**src/rtl/nlz_norm_seq_if.sv**
```systemverilog
// Handshake bundle for nlz_norm_seq: req/ack operand input, valid/ready result output.
interface nlz_norm_seq_if #(
   parameter int unsigned WIDTH = 32,
   parameter int unsigned EXP_W = 8
);
   localparam int unsigned CNT_W = $clog2(WIDTH) + 1;

   logic             I_Clear;
   logic             I_Req;
   logic [WIDTH-1:0] I_Data;
   logic [EXP_W-1:0] I_Exp;
   logic             O_Ack;
   logic             O_Valid;
   logic             I_Ready;
   logic [WIDTH-1:0] O_Data;
   logic [CNT_W-1:0] O_Num;
   logic [EXP_W-1:0] O_Exp;
   logic             O_Zero;
   logic             O_Uflow;

   modport master (
      output I_Clear, I_Req, I_Data, I_Exp, I_Ready,
      input  O_Ack, O_Valid, O_Data, O_Num, O_Exp, O_Zero, O_Uflow
   );

   modport slave (
      input  I_Clear, I_Req, I_Data, I_Exp, I_Ready,
      output O_Ack, O_Valid, O_Data, O_Num, O_Exp, O_Zero, O_Uflow
   );
endinterface

```
**src/rtl/nlz_norm_seq.sv**
```systemverilog
// Multi-cycle mantissa normalizer: one shared 8-bit leading-zero stage scans byte lanes
// MSB-first, then shifts the operand left and lowers the exponent by the zero count.
module nlz_norm_seq #(
   parameter int unsigned WIDTH = 32,
   parameter int unsigned EXP_W = 8
)(
   input  logic          clock,
   input  logic          reset,
   nlz_norm_seq_if.slave bus
);
   localparam int unsigned NUM_LANES = WIDTH / 8;
   localparam int unsigned CNT_W     = $clog2(WIDTH) + 1;
   localparam int unsigned LANE_W    = (NUM_LANES > 1) ? $clog2(NUM_LANES) : 1;
   localparam int unsigned CMP_W     = EXP_W + CNT_W;

   typedef enum logic [1:0] {IDLE, SCAN, SHIFT, DONE} state_t;

   state_t            r_state;
   logic [WIDTH-1:0]  r_opnd;
   logic [EXP_W-1:0]  r_exp;
   logic [LANE_W-1:0] r_lane;
   logic [CNT_W-1:0]  r_cnt;
   logic              r_valid;
   logic [WIDTH-1:0]  r_odata;
   logic [CNT_W-1:0]  r_num;
   logic [EXP_W-1:0]  r_oexp;
   logic              r_zero;
   logic              r_uflow;

   logic [WIDTH-1:0]  w_lane_shift;
   logic [7:0]        w_byte;
   logic [3:0]        w_nlz8;
   logic [CNT_W-1:0]  w_cnt;
   logic              w_last;
   logic              w_uflow;

   // Bring lane k to the top so the byte select is a constant slice.
   assign w_lane_shift = r_opnd << {r_lane, 3'b000};
   assign w_byte       = w_lane_shift[WIDTH-1 -: 8];
   assign w_last       = (r_lane == LANE_W'(NUM_LANES - 1));

   always_comb begin
      w_nlz8 = 4'd8;
      for (int unsigned i = 0; i < 8; i++) begin
         if (w_byte[i]) w_nlz8 = 4'(7 - i);
      end
   end

   assign w_cnt   = CNT_W'({r_lane, 3'b000}) + CNT_W'(w_nlz8);
   assign w_uflow = CMP_W'(r_cnt) > CMP_W'(r_exp);

   always_ff @(posedge clock or posedge reset) begin
      if (reset) begin
         r_state <= IDLE;
         r_opnd  <= '0;
         r_exp   <= '0;
         r_lane  <= '0;
         r_cnt   <= '0;
         r_valid <= 1'b0;
         r_odata <= '0;
         r_num   <= '0;
         r_oexp  <= '0;
         r_zero  <= 1'b0;
         r_uflow <= 1'b0;
      end else if (bus.I_Clear) begin
         // Abort keeps the previous result registers; only the handshake is dropped.
         r_state <= IDLE;
         r_valid <= 1'b0;
      end else begin
         case (r_state)
            IDLE: begin
               if (bus.I_Req) begin
                  r_opnd  <= bus.I_Data;
                  r_exp   <= bus.I_Exp;
                  r_lane  <= '0;
                  r_state <= SCAN;
               end
            end
            SCAN: begin
               if (w_byte != '0) begin
                  r_cnt   <= w_cnt;
                  r_state <= SHIFT;
               end else if (!w_last) begin
                  r_lane <= r_lane + LANE_W'(1);
               end else begin
                  r_odata <= '0;
                  r_num   <= CNT_W'(WIDTH);
                  r_oexp  <= r_exp;
                  r_zero  <= 1'b1;
                  r_uflow <= 1'b0;
                  r_valid <= 1'b1;
                  r_state <= DONE;
               end
            end
            SHIFT: begin
               r_odata <= r_opnd << r_cnt;
               r_num   <= r_cnt;
               r_zero  <= 1'b0;
               if (w_uflow) begin
                  r_oexp  <= '0;
                  r_uflow <= 1'b1;
               end else begin
                  r_oexp  <= r_exp - EXP_W'(r_cnt);
                  r_uflow <= 1'b0;
               end
               r_valid <= 1'b1;
               r_state <= DONE;
            end
            DONE: begin
               if (bus.I_Ready) begin
                  r_valid <= 1'b0;
                  r_state <= IDLE;
               end
            end
            default: r_state <= IDLE;
         endcase
      end
   end

   assign bus.O_Ack   = (r_state == IDLE);
   assign bus.O_Valid = r_valid;
   assign bus.O_Data  = r_odata;
   assign bus.O_Num   = r_num;
   assign bus.O_Exp   = r_oexp;
   assign bus.O_Zero  = r_zero;
   assign bus.O_Uflow = r_uflow;
endmodule

```
**src/flat_wrapper.sv**
```systemverilog
// flat-port wrapper written by rule: the top's interface ports become plain ports
module nlz_norm_seq_flat 
#(
   parameter int unsigned WIDTH = 32,
   parameter int unsigned EXP_W = 8
)
  (clock, reset, bus_I_Clear, bus_I_Req, bus_I_Data, bus_I_Exp, bus_I_Ready, bus_O_Ack, bus_O_Valid, bus_O_Data, bus_O_Num, bus_O_Exp, bus_O_Zero, bus_O_Uflow);
  nlz_norm_seq_if #(.WIDTH(WIDTH), .EXP_W(EXP_W)) bus_i ();
  input  logic clock;
  input  logic reset;
  input wire logic [$bits(bus_i.I_Clear)-1:0] bus_I_Clear;
  input wire logic [$bits(bus_i.I_Req)-1:0] bus_I_Req;
  input wire logic [$bits(bus_i.I_Data)-1:0] bus_I_Data;
  input wire logic [$bits(bus_i.I_Exp)-1:0] bus_I_Exp;
  input wire logic [$bits(bus_i.I_Ready)-1:0] bus_I_Ready;
  output wire logic [$bits(bus_i.O_Ack)-1:0] bus_O_Ack;
  output wire logic [$bits(bus_i.O_Valid)-1:0] bus_O_Valid;
  output wire logic [$bits(bus_i.O_Data)-1:0] bus_O_Data;
  output wire logic [$bits(bus_i.O_Num)-1:0] bus_O_Num;
  output wire logic [$bits(bus_i.O_Exp)-1:0] bus_O_Exp;
  output wire logic [$bits(bus_i.O_Zero)-1:0] bus_O_Zero;
  output wire logic [$bits(bus_i.O_Uflow)-1:0] bus_O_Uflow;
  assign bus_i.I_Clear = bus_I_Clear;
  assign bus_i.I_Req = bus_I_Req;
  assign bus_i.I_Data = bus_I_Data;
  assign bus_i.I_Exp = bus_I_Exp;
  assign bus_i.I_Ready = bus_I_Ready;
  assign bus_O_Ack = bus_i.O_Ack;
  assign bus_O_Valid = bus_i.O_Valid;
  assign bus_O_Data = bus_i.O_Data;
  assign bus_O_Num = bus_i.O_Num;
  assign bus_O_Exp = bus_i.O_Exp;
  assign bus_O_Zero = bus_i.O_Zero;
  assign bus_O_Uflow = bus_i.O_Uflow;
  nlz_norm_seq #(.WIDTH(WIDTH), .EXP_W(EXP_W)) u_core (.clock(clock), .reset(reset), .bus(bus_i));
endmodule
```
**config.mk**
```make
export PLATFORM = sky130hd
export DESIGN_NAME = nlz_norm_seq_flat
export DESIGN_NICKNAME = d
export VERILOG_FILES = /design/src/rtl/nlz_norm_seq_if.sv /design/src/rtl/nlz_norm_seq.sv /design/src/flat_wrapper.sv
export SDC_FILE = /design/constraint.sdc
export NUM_CORES = 1
export LEC_CHECK = 0
export ABC_CLOCK_PERIOD_IN_PS = 4250
export CORE_ASPECT_RATIO = 1.1
export CORE_MARGIN = 5
export CORE_UTILIZATION = 55
export CTS_CLUSTER_DIAMETER = 40
export CTS_CLUSTER_SIZE = 24
export DETAILED_ROUTE_END_ITERATION = 7
export PLACE_DENSITY = 0.81
export SETUP_SLACK_MARGIN = 0.3
export SYNTH_ARGS = -nofsm -noshare
export SYNTH_HDL_FRONTEND = slang
export SYNTH_SLANG_ARGS = --single-unit
```
**constraint.sdc**
```tcl
create_clock -name clock -period 4.25 [get_ports clock]
set_input_delay 0.6375 -clock clock [delete_from_list [all_inputs] [get_ports clock]]
set_output_delay 0.6375 -clock clock [all_outputs]
set_load 0.01 [all_outputs]
```
==> reports/qor_table.md, run 1 <==
| Stage | Parameter | Value |
|:---|:---|:---|
| timing | Highest achievable clock rate | 320 MHz |
| cts | Source-to-sink clock delay at the later pin of the worst-skew pair | 0.35 ns |
| min path | Hold path cells | 1 |
| min path | Min-Delay Path Class | reg2reg |
| logic synthesis | Number of storage elements in the synthesis netlist | 99 |
| worst setup path | Largest fanout on the critical path | 27 |
| logic synthesis | Post-synthesis async set-or-reset flop share | 1.00 |
| logic synthesis | Cells after Synth | 530 |
| timing | Period utilisation layout | 0.734 |
| worst setup path | Endpoint of the most critical register-to-register path | u_core.bus.O_Exp[2] |
| logic synthesis | Prevailing post-synth register cell | sky130_fd_sc_hd__dfrtp_1 |
| routing | Detail-routed via count per cell | 6.51 |
| logic synthesis | YS warnings | 0 |
| die | Horizontal die dimension | 111 um |
| layout | Multi-input combinational cell area | 0.00348 mm^2 |
| place | IO Port Bufs | 94 |
| timing | Number of pins with negative max-slew slack in the final report | 0 |
| timing | Clock skew after layout | 0.00570 ns |
| outcome | Outcome | finished clean |
| pwr | Lkg Pwr | 3.03 nW |
| worst setup path | Worst path buffer plus inverter count | 0 |
| layout | Final Util | 0.692 |
| worst setup path | Setup slack of the worst register-to-register path | 1.13 ns |
| cts | Clk root buf | sky130_fd_sc_hd__clkbuf_16 |
| global routing | Wire length of the first global-routing pass | 25900 um |
| min path | Hold Startpoint | u_core.bus.O_Data[20] |
| worst setup path | Arrival time of the worst setup path | 3.36 ns |
| timing | Setup repair after global routing missed its margin | no |
| cts | Clock tree from TritonCTS | built |
| worst setup path | Element type at the critical path start | register |
| timing | Total Neg Setup Slack | 0 ns |
| layout | Count of antenna diodes in the layout | 0 |
| die | Floorplan die height | 121 um |
| place | DP Worst Slack | 1.10 ns |
| pwr | Total power divided by cell area | 841 mW/mm^2 |
| logic synthesis | Synthesized Nets | 590 |
| cts | Buffers inserted during post-CTS setup optimization | 0 |
| cts | Number of buffers added by the clock tree synthesis step | 9 |
| timing | Relative max-transition margin | 0.173 |
| place | Detailed placement HPWL | 11500 um |
| worst setup path | Worst path required time | 4.48 ns |
| worst setup path | Biggest cell delay along the critical path | 0.66 ns |
| cts | H-tree levels | 3 |
| logic synthesis | Number of distinct library cell variants in the gate-level netlist after synthesis | 62 |
| logic synthesis | Post-synth EDFFs | 0 |
| routing | Number of nets still failing antenna checks after routing | 0 |
| die | Row count | 40 |
| timing | Final setup violation count | 0 |
| die | Core ar. | 0.0110 mm^2 |
| cts | Clk sink count | 99 |
| die | Initial Util | 0.565 |
| logic synthesis | Avg Synthesized Cell Area | 11.7 um^2 |
| cts | Post-cts hold buffer count | 0 |
| cts | Post-CTS sizing | 0 |
| timing | Clock period minus worst slack | 3.12 ns |
| layout | Commonest non-fill, non-tap cells in the layout | 98 x sky130_fd_sc_hd__dfrtp_1, 94 x sky130_fd_sc_hd__clkdlybuf4s50_1, 55 x sky130_fd_sc_hd__mux2_2, 40 x sky130_fd_sc_hd__mux4_2, 35 x sky130_fd_sc_hd__o21ai_0 |
| die | DIE AREA | 0.0135 mm^2 |
| routing | DRC | 0 |
| worst setup path | Family with the most delay on the worst path | simple AND/OR/NAND/NOR gates |
| cts | Clock-pin transition on the worst setup and hold timing paths | 0.07 ns |
| routing | Via count | 4906 |
| worst setup path | Worst-case reg-to-reg path depth | 5 |
| worst setup path | Ordered list of cells on the worst path | mux4_2 > nor4_4 > nand4_4 > nand2_1 > mux2_2 |
| layout | Share of cells above drive strength 1 | 0.217 |
| global routing | Via count of the first global-routing pass | 4942 |
| logic synthesis | Post-Syn Area | 0.00619 mm^2 |
| place | Final Wtd Congestion | 0.959 |
| timing | Final hold violation count | 0 |
| global routing | Pin count of the biggest net entering global routing | 82 |
| layout | Final-stage net count | 662 |
| logic synthesis | Sequential fraction of the synthesis area | 0.400 |
| job | Number of maximum-capacitance violations | 0 |
| layout | Area Overhead vs Synth | 22.6% |
| global routing | Number of antenna violations at the first check in global routing | 0 |
| cts | CTS Buffer Depth | 2 |
| routing | Routed length per placed instance | 20.9 um |
| worst setup path | Critical-path cell with the highest stage delay | sky130_fd_sc_hd__dfrtp_1 |
| worst setup path | Worst R2R Start | u_core.r_lane[0] |
| timing | Worst setup margin | 1.13 ns |
| routing | Final routed wirelength across all metal layers | 15800 um |
| min path | Endpoint of the worst hold-timing path | u_core.bus.O_Data[20] |
| routing | DRC violation total after the first TritonRoute iteration | 389 |
| layout | Fillers | 779 |
| layout | Most common library cell in the layout ignoring fill and taps | sky130_fd_sc_hd__dfrtp_1 |
| worst setup path | Capturing element type of the critical path | register |
| pwr | Max rail drop VDD | 355 uV |
| worst setup path | Startpoint-to-endpoint class of the critical path | reg2reg |
| timing | Actual transition at the worst max-transition pin | 1.23 ns |
| die | IO Pins | 95 |
| routing | 1st-pass router iterations | 5 |
| global routing | Grt total ovfl | 0 |
| global routing | GRT Total Usage | 0.236 |
| layout | Register Area | 0.00248 mm^2 |
[worst max-delay path by stage]
stage | cells past startpoint | end | slack, ns | startpoint
floorplan | 1 | u_core.bus.O_Data[0] | 1.02 | reset
global placement | 5 | u_core.bus.O_Exp[0] | 1.23 | u_core.r_lane[0]
detailed placement | 5 | u_core.bus.O_Exp[0] | 1.10 | u_core.r_lane[0]
CTS | 5 | u_core.bus.O_Exp[0] | 1.10 | u_core.r_lane[0]
global route | 5 | u_core.bus.O_Exp[6] | 0.89 | u_core.r_lane[0]
finish | 5 | u_core.bus.O_Exp[2] | 1.13 | u_core.r_lane[0]
[power breakdown]
part	internal, mW	leakage (nW)	switching (mW)
registers	1.35	1.25	0.553
clock network	0.694	0.190	0.350
logic	1.77	1.59	1.66
[registers in the layout, summed over array words and instances (netlist names)]
signal,count
u_core.r_cnt,6
u_core.r_opnd,32
u_core.r_exp,8
u_core.r_state,2
u_core.bus.O_Uflow,1
u_core.bus.O_Valid,1
u_core.bus.O_Data,32
u_core.bus.O_Num,6
u_core.r_lane,2
u_core.bus.O_Zero,1
u_core.bus.O_Exp,8
[cells by family after synthesis]
kind of cell,count (synthesis),share of synthesized area
mux,124,0.292
compound gates,130,0.144
flops,99,0.400
fa+ha+maj,15,0.0315
xor+xnor,1,0.00142
buf+inv,57,0.0380
simple gates,104,0.0922
[metal layers]
metal  GRT usage  wire [um]
met5           0          0
met4      0.0738        330
met3      0.0564       1270
met2       0.396       7770
met1       0.307       6380
[layout make-up]
type                       instances  share of cell area
multi-input combinational        374               0.458
sequential                        99               0.327
timing repair buffer             101               0.131
clock buffer                       9              0.0297
tap                              147              0.0242
clock inverter                     7              0.0216
inverter                          17             0.00874
[synthesized netlist by cell type, types with 6 or more instances]
| cell | instances | area share |
|---|---|---|
| sky130_fd_sc_hd__inv_1 | 14 | 0.0085 |
| sky130_fd_sc_hd__nand2b_1 | 7 | 0.0071 |
| sky130_fd_sc_hd__clkbuf_1 | 22 | 0.013 |
| sky130_fd_sc_hd__a31oi_1 | 8 | 0.0081 |
| sky130_fd_sc_hd__buf_2 | 8 | 0.0065 |
| sky130_fd_sc_hd__nor2_1 | 14 | 0.0085 |
| sky130_fd_sc_hd__mux2_2 | 55 | 0.10 |
| sky130_fd_sc_hd__dfrtp_1 | 99 | 0.40 |
| sky130_fd_sc_hd__o21ai_0 | 35 | 0.028 |
| sky130_fd_sc_hd__o31ai_1 | 13 | 0.016 |
| sky130_fd_sc_hd__o22ai_1 | 10 | 0.010 |
| sky130_fd_sc_hd__mux2i_1 | 29 | 0.047 |
| sky130_fd_sc_hd__mux4_2 | 40 | 0.15 |
| sky130_fd_sc_hd__nand3_1 | 33 | 0.027 |
| sky130_fd_sc_hd__a21oi_1 | 13 | 0.011 |
| sky130_fd_sc_hd__buf_1 | 8 | 0.0049 |
| sky130_fd_sc_hd__nor2b_1 | 6 | 0.0061 |
| sky130_fd_sc_hd__o2bb2ai_1 | 13 | 0.018 |
| sky130_fd_sc_hd__nand2_1 | 21 | 0.013 |
| sky130_fd_sc_hd__ha_1 | 14 | 0.028 |
[per-stage QoR]
stage	total power, mW	instances	instance area [um^2]	hold WS [ns]
6_report	6.38	754	7590	0.492
4_1_cts	6.34	754	7590	0.494
2_1_floorplan	4.13	530	6190	0.479
5_1_grt	6.74	754	7590	0.515
3_5_place_dp	5.25	738	7200	0.479
3_3_place_gp	5.13	738	7200	0.479
Power figures use the tool's default switching activity.
==> run 2: changes to the inputs <==
--- a/config.mk
+++ b/config.mk
@@ -5,7 +5,7 @@
 export SDC_FILE = /design/constraint.sdc
 export NUM_CORES = 1
 export LEC_CHECK = 0
-export ABC_CLOCK_PERIOD_IN_PS = 4250
+export ABC_CLOCK_PERIOD_IN_PS = 3100
 export CORE_ASPECT_RATIO = 1.1
 export CORE_MARGIN = 5
 export CORE_UTILIZATION = 55
==> constraint.sdc (replaced) <==
create_clock -name clock -period 3.1 [get_ports clock]
set_input_delay 0.465 -clock clock [delete_from_list [all_inputs] [get_ports clock]]
set_output_delay 0.465 -clock clock [all_outputs]
set_load 0.01 [all_outputs]
==> run 2 against run 1 <==
Sequential power increased by 33%. Clock power increased by 7%. Utilization is 0.49 points higher. Design area increased by 0.71%. Setup slack got worse by 0.68 ns. Critical path depth rose by 4. Combinational power rose by 42%. Critical endpoint is now u_core.bus.O_Exp[6].
==> reports/qor_table.md, run 2 (synthesis results as in run 1) <==
| Stage | Parameter | Value | Change |
|:---|:---|:---|:---|
| cts | Number of buffers added by the clock tree synthesis step | 9 | unchanged |
| die | DIE AREA | 0.0135 mm^2 | unchanged |
| global routing | Number of antenna violations at the first check in global routing | 0 | unchanged |
| worst setup path | Worst path required time | 3.33 ns | was 4.48 ns |
| die | Horizontal die dimension | 111 um | unchanged |
| cts | Clock tree from TritonCTS | built | unchanged |
| layout | Count of antenna diodes in the layout | 0 | unchanged |
| timing | Total Neg Setup Slack | 0 ns | unchanged |
| cts | CTS Buffer Depth | 2 | unchanged |
| global routing | Grt total ovfl | 0 | unchanged |
| timing | Worst setup margin | 0.448 ns | was 1.13 ns |
| routing | Detail-routed via count per cell | 6.51 | about the same |
| timing | Highest achievable clock rate | 377 MHz | was 320 MHz |
| routing | Final routed wirelength across all metal layers | 16000 um | was 15800 um |
| routing | 1st-pass router iterations | 5 | unchanged |
| die | Core ar. | 0.0110 mm^2 | unchanged |
| place | Detailed placement HPWL | 11900 um | was 11500 um |
| routing | Number of nets still failing antenna checks after routing | 0 | unchanged |
| timing | Number of pins with negative max-slew slack in the final report | 0 | unchanged |
| routing | DRC violation total after the first TritonRoute iteration | 385 | was 389 |
| die | Initial Util | 0.565 | unchanged |
| global routing | Pin count of the biggest net entering global routing | 41 | was 82 |
| timing | Worst hold margin | 0.492 ns | about the same |
| cts | Clock-pin transition on the worst setup and hold timing paths | 0.07 ns | about the same |
| place | Final Wtd Congestion | 0.923 | was 0.959 |
| worst setup path | Critical-path cell with the highest stage delay | sky130_fd_sc_hd__fa_1 | was sky130_fd_sc_hd__dfrtp_1 |
| timing | Clock skew after layout | 0.00755 ns | was 0.00570 ns |
| layout | Final-stage net count | 674 | was 662 |
| worst setup path | Ordered list of cells on the worst path | inv_1 > ha_1 > inv_1 > fa_1 > a211oi_2 > o21bai_1 > a211oi_2 > mux2_2 > mux2_2 | was mux4_2 > nor4_4 > nand4_4 > nand2_1 > mux2_2 |
| worst setup path | Biggest cell delay along the critical path | 0.50 ns | was 0.66 ns |
| layout | Most common library cell in the layout ignoring fill and taps | sky130_fd_sc_hd__dfrtp_1 | unchanged |
| min path | Min-Delay Path Class | reg2reg | unchanged |
| global routing | Via count of the first global-routing pass | 5075 | was 4942 |
| global routing | GRT Total Usage | 0.240 | was 0.236 |
| worst setup path | Largest fanout on the critical path | 3 | was 27 |
| worst setup path | Startpoint-to-endpoint class of the critical path | reg2reg | unchanged |
| cts | Clk root buf | sky130_fd_sc_hd__clkbuf_16 | unchanged |
| cts | Source-to-sink clock delay at the later pin of the worst-skew pair | 0.35 ns | about the same |
| pwr | Total power divided by cell area | 1120 mW/mm^2 | was 841 mW/mm^2 |
| worst setup path | Element type at the critical path start | register | unchanged |
| timing | Relative max-transition margin | 0.479 | was 0.173 |
| cts | Post-cts hold buffer count | 0 | unchanged |
| timing | Setup repair after global routing missed its margin | no | unchanged |
| worst setup path | Arrival time of the worst setup path | 2.88 ns | was 3.36 ns |
| timing | Final hold violation count | 0 | unchanged |
| routing | Routed length per placed instance | 20.9 um | about the same |
| job | Number of maximum-capacitance violations | 0 | unchanged |
| pwr | Max rail drop VDD | 567 uV | was 355 uV |
| timing | Period utilisation layout | 0.855 | was 0.734 |
| die | Row count | 40 | unchanged |
| timing | Clock period minus worst slack | 2.65 ns | was 3.12 ns |
| routing | DRC | 0 | unchanged |
| die | Floorplan die height | 121 um | unchanged |
| place | DP Worst Slack | 0.217 ns | was 1.10 ns |
| timing | Actual transition at the worst max-transition pin | 0.780 ns | was 1.23 ns |
| cts | H-tree levels | 3 | unchanged |
| worst setup path | Capturing element type of the critical path | register | unchanged |
| place | IO Port Bufs | 94 | unchanged |
| pwr | Lkg Pwr | 3.06 nW | was 3.03 nW |
| outcome | Outcome | finished clean | unchanged |
| layout | Share of cells above drive strength 1 | 0.242 | was 0.217 |
| die | IO Pins | 95 | unchanged |
| layout | Area Overhead vs Synth | 23.5% | was 22.6% |
| global routing | Wire length of the first global-routing pass | 26200 um | was 25900 um |
| layout | Commonest non-fill, non-tap cells in the layout | 96 x sky130_fd_sc_hd__dfrtp_1, 94 x sky130_fd_sc_hd__clkdlybuf4s50_1, 55 x sky130_fd_sc_hd__mux2_2, 40 x sky130_fd_sc_hd__mux4_2, 35 x sky130_fd_sc_hd__o21ai_0 | was 98 x sky130_fd_sc_hd__dfrtp_1, 94 x sky130_fd_sc_hd__clkdlybuf4s50_1, 55 x sky130_fd_sc_hd__mux2_2, 40 x sky130_fd_sc_hd__mux4_2, 35 x sky130_fd_sc_hd__o21ai_0 |
| routing | Via count | 4983 | was 4906 |
| timing | Final setup violation count | 0 | unchanged |
| cts | Clk sink count | 99 | unchanged |
[run 2: cell types whose count changed in the layout (fill, tap and decap cells not counted), sizes merged]
cell | previous run | this run
bufinv | 5 | 1
clkinv | 4 | 7
clkinvlp | 0 | 1
buf | 7 | 19
[run 2: where the power goes]
| group | switching (mW) | leakage [nW] | total, mW | internal, mW |
|---|---|---|---|---|
| sequential | 0.685 | 1.24 | 2.54 | 1.86 |
| combinational | 2.38 | 1.67 | 4.88 | 2.50 |
| clock | 0.485 | 0.149 | 1.11 | 0.624 |
| total | 3.55 | 3.06 | 8.53 | 4.98 |
[run 2: metrics by stage]
stage | total power [mW] | utilization | instance area (um^2) | cells
after floorplan | 5.67 | - | 6200 | 530
after CTS | 8.43 | 0.694 | 7610 | 763
after global routing | 9.07 | 0.697 | 7640 | 766
after detailed placement | 7.30 | 0.667 | 7310 | 747
after global placement | 7.12 | 0.667 | 7310 | 747
final | 8.53 | 0.697 | 7640 | 766
[run 2: path summary, 6_finish.rpt]
kind | start | slack, ns | cells after the start | end
setup / recovery | u_core.r_exp[0] | 0.45 | 9 | u_core.bus.O_Exp[6]
hold / removal | u_core.bus.O_Data[29] | 0.49 | 1 | u_core.bus.O_Data[29]
setup reg to reg | u_core.r_exp[0] | 0.45 | 9 | u_core.bus.O_Exp[6]
hold reg to reg | u_core.bus.O_Data[29] | 0.49 | 1 | u_core.bus.O_Data[29]
max in group asynchronous | reset | 1.86 | 3 | u_core.r_opnd[9]
min in group asynchronous | reset | 0.61 | 2 | u_core.bus.O_Data[12]
[run 2: critical path: cells and delay by family, from the launching register on]
| family | cells | cell delay, ns |
|---|---|---|
| flops | 1 | 0.37 |
| mux | 2 | 0.62 |
| fa+ha+maj | 2 | 0.66 |
| compound gates | 3 | 0.74 |
| buf+inv | 2 | 0.13 |
[run 2: final cells by class]
class | count | area, um^2
Clock inverter | 7 | 67.6
Tap cell | 147 | 184
Fill cell | 770 | 3320
Clock buffer | 9 | 225
Multi-Input combinational cell | 374 | 3500
Inverter | 17 | 67.6
Timing Repair Buffer | 113 | 1120
Sequential cell | 99 | 2480
[run 2: routing by layer]
| layer | wire [um] | global-route usage | vias to the layer above | part of all wire |
|---|---|---|---|---|
| li1 | - | - | 2223 | - |
| met1 | 6340 | 0.317 | 2419 | 0.40 |
| met2 | 7910 | 0.392 | 308 | 0.49 |
| met3 | 1420 | 0.0569 | 33 | 0.089 |
| met4 | 335 | 0.0859 | 0 | 0.021 |
| met5 | 0 | 0 | - | 0 |
[run 2: repair_timing]
action                                  in CTS  in global routing
endpoints found under the setup margin      19                 30
buffers inserted                             0                  3
gates resized for setup                      2                  5
pin swaps                                    0                  2
